<file path="src/rtl/d_mem_lsu.sv">
// d_mem_lsu: load/store initiator that splits core requests into word-aligned data-memory beats.
// Core side: req_valid/req_ready handshake with req_wr, req_size, req_signed, req_addr and req_wdata.
// The rsp_valid pulse carries rsp_rdata.
// Memory side: address, byteena, data, rden and wren are outputs; q is the read data returned 1 cycle after rden.
module d_mem_lsu (
  input  logic        clock,
  input  logic        rst,
  input  logic        req_valid,
  output logic        req_ready,
  input  logic        req_wr,
  input  logic [1:0]  req_size,
  input  logic        req_signed,
  input  logic [31:0] req_addr,
  input  logic [31:0] req_wdata,
  output logic        rsp_valid,
  output logic [31:0] rsp_rdata,
  output logic [31:0] address,
  output logic [3:0]  byteena,
  output logic [31:0] data,
  output logic        rden,
  output logic        wren,
  input  logic [31:0] q
);
  typedef enum logic [2:0] {IDLE, BEAT0, BEAT1, WAIT, RESP} state_t;
  state_t      state;
  logic        wr_r, sgn_r, split_r;
  logic [1:0]  size_r, off_r;
  logic [31:0] b1_addr, b1_data, lo;
  logic [3:0]  b1_be;
  logic [3:0]  m;
  logic [7:0]  mask8;
  logic [63:0] w64;
  logic [31:0] base, rd, ext;
  function automatic logic [31:0] lanes(input logic [3:0] b);
    return {{8{b[3]}}, {8{b[2]}}, {8{b[1]}}, {8{b[0]}}};
  endfunction
  always_comb begin
    m = req_size == 2'd0 ? 4'b0001 : req_size == 2'd1 ? 4'b0011 : 4'b1111;
    mask8 = {4'b0000, m} << req_addr[1:0];
    w64 = req_wr ? {32'b0, req_wdata} << {req_addr[1:0], 3'b000} : 64'b0;
    base = {req_addr[31:2], 2'b00};
    // beat-1 data is still in flight on q while WAIT runs, so the word pair is formed from q directly
    rd = 32'((split_r ? {q, lo} : {32'b0, q}) >> {off_r, 3'b000});
    ext = size_r == 2'd0 ? {{24{sgn_r & rd[7]}}, rd[7:0]} :
          size_r == 2'd1 ? {{16{sgn_r & rd[15]}}, rd[15:0]} : rd;
    req_ready = state == IDLE;
  end
  always_ff @(posedge clock or posedge rst) begin
    if (rst) begin
      state <= IDLE;
      {wr_r, sgn_r, split_r, size_r, off_r} <= '0;
      {b1_addr, b1_data, b1_be, lo} <= '0;
      {rsp_valid, rsp_rdata, address, byteena, data, rden, wren} <= '0;
    end else begin
      case (state)
        IDLE: if (req_valid) begin
          wr_r <= req_wr;
          sgn_r <= req_signed;
          size_r <= req_size;
          off_r <= req_addr[1:0];
          split_r <= |mask8[7:4];
          address <= base;
          byteena <= mask8[3:0];
          data <= w64[31:0] & lanes(mask8[3:0]);
          rden <= !req_wr;
          wren <= req_wr;
          b1_addr <= base + 32'd4;
          b1_be <= mask8[7:4];
          b1_data <= w64[63:32] & lanes(mask8[7:4]);
          state <= BEAT0;
        end
        BEAT0: if (split_r) begin
          address <= b1_addr;
          byteena <= b1_be;
          data <= b1_data;
          state <= BEAT1;
        end else begin
          {byteena, data, rden, wren} <= '0;
          state <= WAIT;
        end
        BEAT1: begin
          lo <= q;
          {byteena, data, rden, wren} <= '0;
          state <= WAIT;
        end
        WAIT: begin
          if (!split_r) lo <= q;
          rsp_valid <= 1'b1;
          rsp_rdata <= wr_r ? 32'b0 : ext;
          state <= RESP;
        end
        default: begin
          rsp_valid <= 1'b0;
          rsp_rdata <= 32'b0;
          state <= IDLE;
        end
      endcase
    end
  end
endmodule

</file>
<file path="config.mk">
export PLATFORM = sky130hd
export DESIGN_NAME = d_mem_lsu
export DESIGN_NICKNAME = d
export VERILOG_FILES = /design/src/rtl/d_mem_lsu.sv
export SDC_FILE = /design/constraint.sdc
export NUM_CORES = 1
export LEC_CHECK = 0
export ABC_AREA = 1
export CORE_ASPECT_RATIO = 0.8
export CORE_MARGIN = 8
export CORE_UTILIZATION = 25
export CTS_CLUSTER_DIAMETER = 100
export DETAILED_ROUTE_END_ITERATION = 10
export HOLD_SLACK_MARGIN = 0.15
export SETUP_SLACK_MARGIN = 0.05
export SLEW_MARGIN = 5
export SYNTH_ARGS = -nofsm -noshare
export SYNTH_HDL_FRONTEND = slang
export SYNTH_SLANG_ARGS = --single-unit
</file>
<file path="constraint.sdc">
create_clock -name clock -period 7.9 [get_ports clock]
set_clock_uncertainty 0.05 [all_clocks]
set_input_delay 1.58 -clock clock [delete_from_list [all_inputs] [get_ports clock]]
set_output_delay 1.58 -clock clock [all_outputs]
set_load 0.02 [all_outputs]
</file>
# Word level (Yosys, flattened, before mapping)
# Cells that the tools add are included.
# word_totals
regBits	213
word_cells	76
# classes
addsub	1
n_eq_ne	9
muxes	28
reduce_logical	14
shifts	3
bitwise	4
# op_table
cell	count
32-bit 2-to-1 mux	8
32-bit one-hot mux with 2 select lines	3
64-bit 2-to-1 mux	2
32-bit one-hot mux with 3 select lines	1
32-bit AND	2
32-bit by 5-bit << shifter with 64-bit output	1
64-bit by 5-bit right shift with 32-bit output	1
32-bit by 3-bit adder with 32-bit output, second input constant	1
4-bit 2-to-1 mux	4
3-bit one-hot mux with 4 select lines	1
4-bit one-hot mux with 3 select lines	1
2-bit inequality test, second input constant	4
4-bit by 2-bit << shifter with 8-bit output	1
3-bit by 2-bit == test with 1-bit output, second input constant	2
1-bit one-hot mux with 3 select lines	2
2-bit AND reduction	3
3-bit AND reduction	2
2-bit by 1-bit == test with 1-bit output, second input constant	2
2-bit zero test	2
1-bit 2-to-1 mux	4
2-bit nonzero test	2
4-bit OR reduction	1
3-bit by 1-bit == test with 1-bit output, second input constant	1
3-bit zero test	1
other kinds (6)	7

# Longest topological paths before layout
# logic_depth
depth_word	7
ltp_mapped	12

# Worst setup path after synthesis
# No wires, ideal clock.
# synth_timing
path_type	input -> register
from	in req_addr[1]
to	reg data[10]
arrival_time_ns	2.559
setup_slack_ns	5.213
path_stages	6
required_time_ns	7.773
path_cell_list	inv_1 clkbuf_1 nand2_1 nor2_1 nand3b_1 a21oi_1
# synth_via
elab_chain_len	5
elab_cells_between_ends	6
# synth_rtl
item	line	rtl
start, declared	13	input logic [31:0] req_addr,
32-bit by 5-bit << shifter with 64-bit output	40	w64 = req_wr ? {32'b0, req_wdata} << {req_addr[1:0], 3'b000} : 64'b0;
64-bit 2-to-1 mux	40	
32-bit AND *	64	data <= w64[31:0] & lanes(mask8[3:0]);
32-bit 2-to-1 mux *	56	IDLE: if (req_valid) begin
32-bit one-hot mux with 3 select lines *	55	case (state)
end signal, assigned	64	
end signal, assigned	75	data <= b1_data;
end, declared	19	output logic [31:0] data,
# Every way passes the cells marked *; elsewhere a longest branch is shown, timed or not. The select of a mux whose other input is x is not followed.
# A chain may end at the register's enable or synchronous reset.

# Final worst setup path
# layout_timing
from	in req_addr[1]
to	reg b1_data[16]
# layout_via
elab_chain_len	3
elab_cells_between_ends	4
# layout_rtl
item	line	rtl
32-bit by 5-bit << shifter with 64-bit output	40	
64-bit 2-to-1 mux	40	
32-bit AND *	69	b1_data <= w64[63:32] & lanes(mask8[7:4]);
end signal, assigned	69	
end, declared	28	logic [31:0] b1_addr, b1_data, lo;
# Every way passes the cells marked *; elsewhere a longest branch is shown, timed or not.

==> results summary <==
The flow ran to the end, and the final reports show no timing, DRC or antenna violations. The clock insertion delay at the later pin of the skew report is between 0.4 and 0.5 ns. The vias after detailed routing came out at between 10000 and 15000. In this run the mean area of a mapped cell was approximately 7.3 um2. The smallest clock period supported by the final layout is computed as 4.15 ns. After clock tree synthesis, the setup repair step added 0 buffers. The max-slew violation count is 0.

The portion of netlist area occupied by mux cells is less than 1%. In the finished design, the share of the clock period the worst path needs comes to 52.5%. In this run the worst hold path is classified as reg2reg.

The dominant synthesized flop cell is dfrtp_1. Counting every sink on the clock net gives 200. For this design the ratio of total power to cell area is roughly 400 nW/um2. The type of the setup path with the least slack is in2reg.

The clock transition time at the flip-flop clock pins of the worst setup and hold paths came out at ~0.08 ns. The slew of the pin with the lowest slew margin came out at 1.08 ns. By area the synthesized netlist is led by dfrtp_1 46%, nand2_1 17%, nand3_1 6.0%, o21ai_0 5.3%, nor2_1 3.8%.

The core occupancy in the finished layout came out at 32.1%. The number of buffers on the longest clock path came out at 2. The synthesized netlist devotes 0.115% of its cell area to adder and majority cells. Prior to clock tree synthesis, the placed netlist has a worst setup slack of 3.35 ns. The largest family of logic cells by synthesized area is simple AND/OR/NAND/NOR gates. The antenna violation net count after detailed routing came out at 0. The worst-case IR drop observed on VDD is roughly 280 uV. The share of flip-flops with an asynchronous set or reset after synthesis came out at 100%. The number of placement rows came out at 68. The worst register-to-register path has a setup slack of 3.78 ns. Along the worst path, the maximum fanout reaches 20. The repair_antennas step left the layout with diodes totalling 0. Sorting the synthesized cells by how often they occur yields 487 x nand2_1, 200 x dfrtp_1, 131 x nand3_1, 115 x o21ai_0, 110 x nor2_1. The complex-gate fraction of the synthesized area is 15.4%. The area fraction in and, or, nand and nor cells after synthesis is between 20% and 30%. The number of flops mapped to enable cells by yosys is 0. The warning count from the yosys run came out at 0.

The worst setup path is launched from an input port. The number of ports placed on the die boundary came out at 207. The clock tree synthesis step divided the H-tree into 4 levels.

The area share of the largest cell type after synthesis came out at 46.0%. The global-route usage over all layers came out at roughly 15%. Timing would allow up to 241 MHz. The count of buffers inserted at the top-level ports came out at about 200. The total standard cell area after synthesis came out at about 11000 um2.

The number of antenna violations at the first check in global routing is 0. Of the total synthesized cell area, the portion taken by XOR and XNOR cells is 1.13%. The required time reported for the critical path endpoint came out at 8.22 ns. After the last flow step, the layout net total stands at around 1700. nand2_1 is the most common cell in the netlist. Once routing completed, OpenROAD measured the worst setup slack at 3.75 ns.

The total length of routed wires came out at 38.0 mm. Routability-driven placement finished with a final weighted congestion of just under 0.9. The total of cells resized after clock tree synthesis came out at 0.

The half-perimeter wire length of the detailed placement result came out at 27.6 mm. The final count of negative-setup-slack endpoints came out at 0. The number of failing hold endpoints at the final stage is 0. The total negative setup slack is 0 ns.

The cell type with the highest aggregate area in the netlist is dfrtp_1. The worst hold path begins at rsp_rdata[22]. The initial detailed-routing violation count is about 850. Dividing the detail-routed wire length by the instance count gives 17.3 um. The leakage power is 0.00617 uW. The first TritonRoute pass finished after 5 iterations. Relative to the synthesized area, the layout overhead comes to 27.0%. The fraction of layout instances using a drive strength above 1 is 4.17%.

The synthesized instance count came out at 1484. The arrival time of the worst setup path came out at 4.46 ns. In the final layout, flip-flops and latches occupy 5010 um2. The total DRC errors in the routed layout came out at 0.

The number of synthesized register bits came out at 200. The endpoint kind of the worst setup timing path is a flop. Entering global routing, the biggest net connects roughly 120 pins. The aggregate global routing overflow came out at 0. The first-pass GRT wire length is around 60 mm. TritonCTS built the clock tree.

The number of max-cap violations came out at 0. The root cell of the clock tree is clkbuf_16. The fill cell total of the finished layout is 4577. For this run, the register share of the synthesized area comes to a little under half. The number of global-route vias before repair came out at 10400. In this run, post-CTS hold repair placed 0 buffers.

The horizontal die dimension is 249 um. In this run the critical register-to-register path is launched from state[2]. The TritonCTS buffer count is 17. Setup repair after global routing left no endpoint under its margin. The mean number of vias per cell is 4.80.

The area of the multi-input gates came out at roughly 5000 um2. The post-synthesis cell type count is 40. The worst pin sits at a relative slew slack of 27.5%. The startpoint of the worst setup timing path is req_addr[1]. For this configuration, the core starts out at a cell density of 25.3%. The area of the die came out at 50500 um2.

The core area came out at 43100 um2. The height of the chip came out at 203 um.
==> worst max-delay path: stages <==
cell and delay, ns:
clkdlybuf4s50_1 0.97, inv_1 0.51, nor3_2 1.00, nand3_1 0.19, o21ai_0 0.21
==> per-layer routing <==
metal,wire length [um],global-route usage [%],share of wire (%)
met1,17300,19.9,45
met2,17400,23.6,46
met3,3000,4.01,7.9
met4,301,2.84,0.79
met5,0,0,0
==> cell families after synthesis <==
group,Yosys count
mux,4
xor+xnor,14
flops,200
buf+inv,192
simple gates,771
fa+ha+maj,1
compound gates,301
other cells,1
==> registers in the layout (all words and copies together) (netlist names), 4 cells and up <==
| signal | cells |
|---|---|
| address | 30 |
| b1_addr | 30 |
| b1_data | 24 |
| byteena | 4 |
| data | 32 |
| lo | 32 |
| rsp_rdata | 32 |
==> final timing paths <==
path / endpoint / cells past startpoint
worst max-delay path: b1_data[16] / 5
worst min-delay path: rsp_rdata[22] / 2
max in group asynchronous: data[26] / 3
min in group asynchronous: address[10] / 2
worst max register to register: data[26] / 9
worst min register to register: rsp_rdata[22] / 2
==> report_power, final <==
| group | switching [uW] | leakage (uW) | internal (uW) |
|---|---|---|---|
| Sequential | 278 | 0.00251 | 1470 |
| Combinational | 1810 | 0.00339 | 991 |
| Clock | 433 | 0.000272 | 445 |
| Total | 2520 | 0.00617 | 2900 |
==> layout make-up <==
| type | count | share of cell area (%) |
|---|---|---|
| clock buffer | 18 | 3.11 |
| clock inverter | 12 | 1.01 |
| inverter | 98 | 2.74 |
| multi-input combinational | 1093 | 36.7 |
| sequential | 200 | 36.2 |
| tap | 560 | 5.07 |
| timing repair buffer | 211 | 15.2 |
==> cells in the final DEF, fill, tap and decap left out, types with 2 or more instances in the layout <==
cell type        count
nand2_1            487
o211ai_1            28
dfrtp_1            199
buf_4                7
mux2_1               3
xnor2_1              2
a21oi_1             70
o21ai_0            115
o21ai_1             22
nand3b_1             8
xor2_1              12
nor2_1             110
o22ai_1             16
nor2_2               3
or2_2                2
nand4_1              6
clkbuf_16           17
clkinv_4             2
a31oi_1             43
a22oi_1              3
inv_8                4
inv_1               86
inv_6                3
clkdlybuf4s50_1    204
nor2_4               4
nor3_1              10
conb_1               2
nand3_1            131
clkinvlp_4           2
inv_2                9
nor3_2               2
nand2_2              5
==> per-stage QoR <==
stage          area [um2]  total power (uW)  std cells  hold WS (ns)
5_1_grt             13800              5880       2192         0.449
3_5_place_dp        13200              4590       2162         0.417
4_1_cts             13800              5490       2192         0.435
6_report            13800              5420       2192         0.430
2_1_floorplan       10900              3590       1485         0.393
3_3_place_gp        13200              4540       2162         0.408
(Power assumes the default switching activity.)
